==> src/rtl/cache_fill_arbiter_pkg.sv <==
// Shared definitions for the cache fill arbiter: widths, block geometry,
// FSM state encoding and requester (owner) encoding.
package cache_fill_arbiter_pkg;

    localparam int unsigned ADDR_W      = 16;
    localparam int unsigned DATA_W      = 16;
    localparam int unsigned BLOCK_WORDS = 8;
    localparam int unsigned MEM_LAT     = 4;
    localparam int unsigned WORD_IDX_W  = 3;
    // One extra bit so the issue counter can rest at BLOCK_WORDS once all reads are out.
    localparam int unsigned ISSUE_W     = WORD_IDX_W + 1;

    typedef enum logic [1:0] {
        StIdle,
        StFill,
        StWrite
    } state_e;

    localparam logic OWN_I = 1'b0;
    localparam logic OWN_D = 1'b1;

endpackage

==> src/rtl/cache_fill_arbiter_rr_arb2.sv <==
// Two-way round-robin arbiter.
//   clk, rst_n : clock, asynchronous active-low reset
//   req[1:0]   : request vector, bit OWN_I = I-side, bit OWN_D = D-side
//   update     : when high and a grant is given, remember the winner at the edge
//   grant[1:0] : one-hot grant (combinational)
// On contention the side opposite the last winner is granted. The last winner
// resets to I, so the D-side wins the first contended grant after reset.
module rr_arb2
    import cache_fill_arbiter_pkg::*;
(
    input  logic       clk,
    input  logic       rst_n,
    input  logic [1:0] req,
    input  logic       update,
    output logic [1:0] grant
);

    logic last_q;

    always_comb begin
        grant = 2'b00;
        unique case (req)
            2'b01:   grant = 2'b01;
            2'b10:   grant = 2'b10;
            2'b11:   grant = (last_q == OWN_I) ? 2'b10 : 2'b01;
            default: grant = 2'b00;
        endcase
    end

    always_ff @(posedge clk or negedge rst_n) begin
        if (!rst_n) begin
            last_q <= OWN_I;
        end else if (update && (|req)) begin
            last_q <= grant[OWN_D];
        end
    end

endmodule

==> src/rtl/cache_fill_arbiter.sv <==
// Shares one pipelined main memory between the I-side and D-side miss handlers.
//   clk, rst_n                 : clock, asynchronous active-low reset
//   i_req, i_addr              : I-side block fill request (held until i_done)
//   i_fill_valid/word/data     : I-side returned fill words, i_done with the last
//   d_req, d_wr, d_addr, d_wdata : D-side block fill (d_wr=0) or single write (d_wr=1)
//   d_fill_valid/word/data     : D-side returned fill words, d_done with last word/write
//   mem_en/wr/addr/wdata       : memory command, one per cycle
//   mem_rdata, mem_rvalid      : memory read return, MEM_LAT cycles after issue
//   busy                       : arbiter is serving a request
module cache_fill_arbiter
    import cache_fill_arbiter_pkg::*;
(
    input  logic                  clk,
    input  logic                  rst_n,
    input  logic                  i_req,
    input  logic [ADDR_W-1:0]     i_addr,
    output logic                  i_fill_valid,
    output logic [WORD_IDX_W-1:0] i_fill_word,
    output logic [DATA_W-1:0]     i_fill_data,
    output logic                  i_done,
    input  logic                  d_req,
    input  logic                  d_wr,
    input  logic [ADDR_W-1:0]     d_addr,
    input  logic [DATA_W-1:0]     d_wdata,
    output logic                  d_fill_valid,
    output logic [WORD_IDX_W-1:0] d_fill_word,
    output logic [DATA_W-1:0]     d_fill_data,
    output logic                  d_done,
    output logic                  mem_en,
    output logic                  mem_wr,
    output logic [ADDR_W-1:0]     mem_addr,
    output logic [DATA_W-1:0]     mem_wdata,
    input  logic [DATA_W-1:0]     mem_rdata,
    input  logic                  mem_rvalid,
    output logic                  busy
);

    state_e                state_q, state_d;
    logic                  owner_q, owner_d;
    logic [ADDR_W-1:1]     addr_q, addr_d;
    logic [DATA_W-1:0]     wdata_q, wdata_d;
    logic [ISSUE_W-1:0]    issue_q, issue_d;
    logic [WORD_IDX_W-1:0] recv_q, recv_d;

    logic [1:0] req;
    logic [1:0] grant;
    logic       arb_update;
    logic       issuing;
    logic       fill_hit;
    logic       last_word;

    // Byte-select bits never reach the memory (word-aligned accesses only).
    logic unused_addr_bits;
    assign unused_addr_bits = i_addr[0] ^ d_addr[0];

    assign req        = {d_req, i_req};
    assign arb_update = (state_q == StIdle);

    rr_arb2 u_arb (
        .clk    (clk),
        .rst_n  (rst_n),
        .req    (req),
        .update (arb_update),
        .grant  (grant)
    );

    assign issuing   = (state_q == StFill) && (issue_q < ISSUE_W'(BLOCK_WORDS));
    assign fill_hit  = (state_q == StFill) && mem_rvalid;
    assign last_word = (recv_q == WORD_IDX_W'(BLOCK_WORDS - 1));

    // Next-state logic
    always_comb begin
        state_d = state_q;
        owner_d = owner_q;
        addr_d  = addr_q;
        wdata_d = wdata_q;
        issue_d = issue_q;
        recv_d  = recv_q;

        unique case (state_q)
            StIdle: begin
                if (grant[OWN_D]) begin
                    owner_d = OWN_D;
                    addr_d  = d_addr[ADDR_W-1:1];
                    wdata_d = d_wdata;
                    issue_d = '0;
                    recv_d  = '0;
                    state_d = d_wr ? StWrite : StFill;
                end else if (grant[OWN_I]) begin
                    owner_d = OWN_I;
                    addr_d  = i_addr[ADDR_W-1:1];
                    issue_d = '0;
                    recv_d  = '0;
                    state_d = StFill;
                end
            end
            StFill: begin
                if (issuing) begin
                    issue_d = issue_q + 1'b1;
                end
                if (mem_rvalid) begin
                    recv_d = recv_q + 1'b1;
                    if (last_word) begin
                        state_d = StIdle;
                    end
                end
            end
            StWrite: begin
                state_d = StIdle;
            end
            default: begin
                state_d = StIdle;
            end
        endcase
    end

    // Outputs: everything is zero unless the FSM is actively serving an owner.
    always_comb begin
        mem_en       = 1'b0;
        mem_wr       = 1'b0;
        mem_addr     = '0;
        mem_wdata    = '0;
        i_fill_valid = 1'b0;
        i_fill_word  = '0;
        i_fill_data  = '0;
        i_done       = 1'b0;
        d_fill_valid = 1'b0;
        d_fill_word  = '0;
        d_fill_data  = '0;
        d_done       = 1'b0;
        busy         = (state_q != StIdle);

        if (state_q == StWrite) begin
            mem_en    = 1'b1;
            mem_wr    = 1'b1;
            mem_addr  = {addr_q, 1'b0};
            mem_wdata = wdata_q;
            d_done    = 1'b1;
        end

        if (issuing) begin
            mem_en   = 1'b1;
            mem_addr = {addr_q[ADDR_W-1:4], issue_q[WORD_IDX_W-1:0], 1'b0};
        end

        // Read data passes straight through to the owning side.
        if (fill_hit) begin
            if (owner_q == OWN_I) begin
                i_fill_valid = 1'b1;
                i_fill_word  = recv_q;
                i_fill_data  = mem_rdata;
                i_done       = last_word;
            end else begin
                d_fill_valid = 1'b1;
                d_fill_word  = recv_q;
                d_fill_data  = mem_rdata;
                d_done       = last_word;
            end
        end
    end

    always_ff @(posedge clk or negedge rst_n) begin
        if (!rst_n) begin
            state_q <= StIdle;
            owner_q <= OWN_I;
            addr_q  <= '0;
            wdata_q <= '0;
            issue_q <= '0;
            recv_q  <= '0;
        end else begin
            state_q <= state_d;
            owner_q <= owner_d;
            addr_q  <= addr_d;
            wdata_q <= wdata_d;
            issue_q <= issue_d;
            recv_q  <= recv_d;
        end
    end

endmodule

==> config.mk <==
export PLATFORM = sky130hd
export DESIGN_NAME = cache_fill_arbiter
export DESIGN_NICKNAME = d
export VERILOG_FILES = /design/src/rtl/cache_fill_arbiter_pkg.sv /design/src/rtl/cache_fill_arbiter_rr_arb2.sv /design/src/rtl/cache_fill_arbiter.sv
export SDC_FILE = /design/constraint.sdc
export NUM_CORES = 1
export LEC_CHECK = 0
export ABC_AREA = 1
export BUFFER_PORTS_ARGS = -buffer_cell sky130_fd_sc_hd__buf_2
export CORE_MARGIN = 4
export CORE_UTILIZATION = 43
export CTS_BUF_LIST = sky130_fd_sc_hd__clkbuf_8 sky130_fd_sc_hd__clkbuf_16
export DETAILED_ROUTE_END_ITERATION = 10
export PLACE_DENSITY = 0.87
export SETUP_SLACK_MARGIN = 0.3
export SLEW_MARGIN = 5
export SYNTH_ARGS = -nofsm -noshare
export SYNTH_HDL_FRONTEND = slang
export SYNTH_HIERARCHICAL = 1
export SYNTH_SLANG_ARGS = --single-unit
==> constraint.sdc <==
create_clock -name clk -period 1.91 [get_ports clk]
set_input_delay 0.191 -clock clk [delete_from_list [all_inputs] [get_ports clk]]
set_output_delay 0.191 -clock clk [all_outputs]
set_load 0.02 [all_outputs]
==> metrics.md <==
| Metric | Value |
|---|---|
| # port buffers | 143 |
| Delay-heaviest family, CP | buffers and inverters |
| Outcome | completed |
| CTS clk-pin slew, worst paths | 80 ps |
| Clock tree buffer depth | 2 |
| Total chip power | 0.005007 W |
| Die X | 82.84 µm |
| Post-Synthesis Cells | 366 |
| Area Overhead vs Synth | 54.29% |
| IO Pins | 147 |
| Vias in the first global route | 2623 |
| Predominant post-synthesis flop cell | dfrtp_1 |
| Fillers | 419 |
| Commonest cells after routing, fill and taps aside | 95 x nand2_1, 72 x buf_2, 71 x buf_4 |
| CTS tree | built |
| Met1 WL | 2.796 mm |
| Avg WL per Cell | 12.28 µm |
| EDFF count, synth | 0 |
| Hold Fails Final Rpt | 0 |
| Post-Synth Simple-Gate Area | 32.62% |
| DRC viols | 0 |
| Congestion Overflow GR | 0 |
| Worst min path class | in2reg |
| Multiplexer share of the synthesized area | 0% |
| Vias | 2739 |
| Max Fclk | 583.6 MHz |
| Maximum vdd drop | 0.0009941 V |
| Antenna Cells | 0 |
| WL final | 7.230 mm |
| CP Cell Sequence | inv_2 -> nand2_4 -> nor2_4 -> nand2_2 -> buf_12 -> nor2_1 -> buf_4 |
| Setup_tns | 0 ps |
| Final ANT Viol Nets | 0 |
| CORE AREA | 5270 µm² |
| Met3 WL post-DR | 679 µm |
| Post-synthesis compound-gate area fraction | 7.481% |
| Critical path class | reg2out |
| Req. time, crit path | 1720 ps |
| Multi-input logic area | 1096 µm² |
| Vias per Instance | 4.650 |
| Pin count of the biggest net entering global routing | 34 |
| Maximum capacitance violations | 0 |
| CTS Root Cell | clkbuf_8 |
| # nets final | 591 |
| 1st-iter DRT viols | 104 |
| Final RePlAce weighted congestion | 0.8144 |
| DR top layer | met4 |
| Critical path startpoint category | register |
| Clock sink total | 42 |
| Tmin final | 1714 ps |
| Largest family of logic cells by synthesized area | simple AND/OR/NAND/NOR gates |
| RSZ-0062 raised after global routing | yes |
| Post-synthesis sequential area ratio | 43.64% |
| Worst skew pair latency | 290 ps |
| Post-synth net total | 439 |
| DRT Pass-1 Iters | 4 |
| Setup crit end kind | output pin |
| Die Y-Extent | 82.84 µm |
| Initial Util | 45.70% |
| Critical-path top delay cell | dfrtp_1 |
| H-tree Lvls | 2 |
| GRT Overall Usage | 20.03% |
| P per Cell Area | 1347 nW/µm² |
| Final setup viols | 0 |
| Xor and xnor area share after synthesis | 0% |
| Buf/Inv on CP | 3 |
| Period utilization | 89.72% |
| Clk_skew | 4.220 ps |
| Arrival time worst endpoint | 1520 ps |
| P_leak | 2.240 nW |
| Post-synth cell types | 22 |
| First-pass GRT wire length | 11.55 mm |
| CP peak stage delay | 400 ps |
| Adder-cell share of the synthesized area | 1.558% |
| Initial antenna violation count | 0 |
| Number of cell rows | 26 |
| Post-synthesis async set-or-reset flop share | 100.0% |
| Slew Limit Fails | 0 |
| Final HPWL DP | 5.304 mm |
| Storage cell area | 1052 µm² |
| Share of cells above drive strength 1 | 39.88% |
| CTS buffer count | 5 |
| Critical path peak fanout | 21 |
| Mapped Avg Cell Area | 6.581 µm² |
| Most common cell after layout, fill and taps aside | nand2_1 |
| Synthesis Warnings | 6 |
| Seq cells post-synth | 42 |
| Synth Cell Area | 2409 µm² |
| Die area | 6862 µm² |
| WL met2 | 3.690 mm |
flip-flops by register name, indices dropped and copies added, names as in the netlist:
signal	cells
addr_q	15
issue_q	4
owner_q	1
recv_q	3
state_q	2
u_arb/last_q	1
wdata_q	16
synthesized netlist by cell type (all sizes together), types with 2 or more instances:
| cell type | n | area share (%) |
|---|---|---|
| nand2 | 101 | 16 |
| nor2 | 87 | 14 |
| inv | 66 | 10 |
| dfrtp | 42 | 44 |
| o21ai | 17 | 3.5 |
| a21oi | 16 | 3.3 |
| buf | 16 | 3.9 |
| nand3 | 11 | 2.5 |
| ha | 3 | 1.6 |
| a21boi | 2 | 0.62 |
| nand4 | 2 | 0.52 |
through the flow:
stage | hold slack [ps] | setup slack [ps] | util, % | cells | instance area [µm²]
final | 143.4 | 196.4 | 70.51 | 589 | 3716
after global routing | 141.0 | 103.4 | 70.51 | 589 | 3716
after CTS | 133.9 | 222.8 | 64.84 | 581 | 3417
after detailed placement | 166.3 | 326.2 | 60.23 | 570 | 3174
after global placement | 166.1 | 382.0 | 60.23 | 570 | 3174
after floorplan | -104.6 | 336.6 | - | 366 | 2409
where the power goes:
part	switching [W]	internal, W
clock network	0.000304	0.000253
logic	0.00177	0.00120
registers	0.000190	0.00129
total	0.00226	0.00274
metal layers:
metal / vias to the layer above / global-route usage (%)
met1: 1242 / 21.54
li1: 1374 / -
met3: 6 / 6.931
met5: - / 0
met4: 0 / 5.201
met2: 117 / 37.10
worst reg2reg max path, cell delays in order, from the launching register on:
cell     delay (ps)
dfrtp_2         460
buf_4           150
nor2_2          160
nand2_1          70
buf_4           230
nor2_1          130
a21oi_1          60
area by class of cell:
type | instances | area share, %
multi-input combinational | 240 | 29.49
inverter | 67 | 6.936
clock buffer | 5 | 1.852
timing repair buffer | 162 | 30.57
clock inverter | 3 | 0.4714
sequential | 42 | 28.32
tap | 70 | 2.357
logic make-up after synthesis:
family / after synthesis
buffers and inverters: 84
adders and majority gates: 3
AOI/OAI and AO/OA: 35
other: 1
DFF: 42
and+or+nand+nor: 201
repair_timing:
item	in CTS	in global routing
resized for setup	52	81
hold endpoints to repair	20	0
gates cloned	0	0
setup buffers	2	8
pin swaps	1	3
setup endpoints to repair	60	90
hold buffers	1	0
final timing paths:
check	depth (start not counted)	end	slack [ps]	startpoint
max reg2reg	6	wdata_q[3]$_DFFE_PN0P_	520	state_q[0]$_DFFE_PN0P_
max	7	i_fill_word[2]	200	state_q[1]$_DFFE_PN0P_
min in group asynchronous	2	addr_q[13]$_DFFE_PN0P_	390	rst_n
min reg2reg	2	addr_q[2]$_DFFE_PN0P_	480	addr_q[2]$_DFFE_PN0P_
max in group asynchronous	3	state_q[0]$_DFFE_PN0P_	840	rst_n
min	3	wdata_q[5]$_DFFE_PN0P_	140	d_wdata[5]
Power figures use the tool's default switching activity.
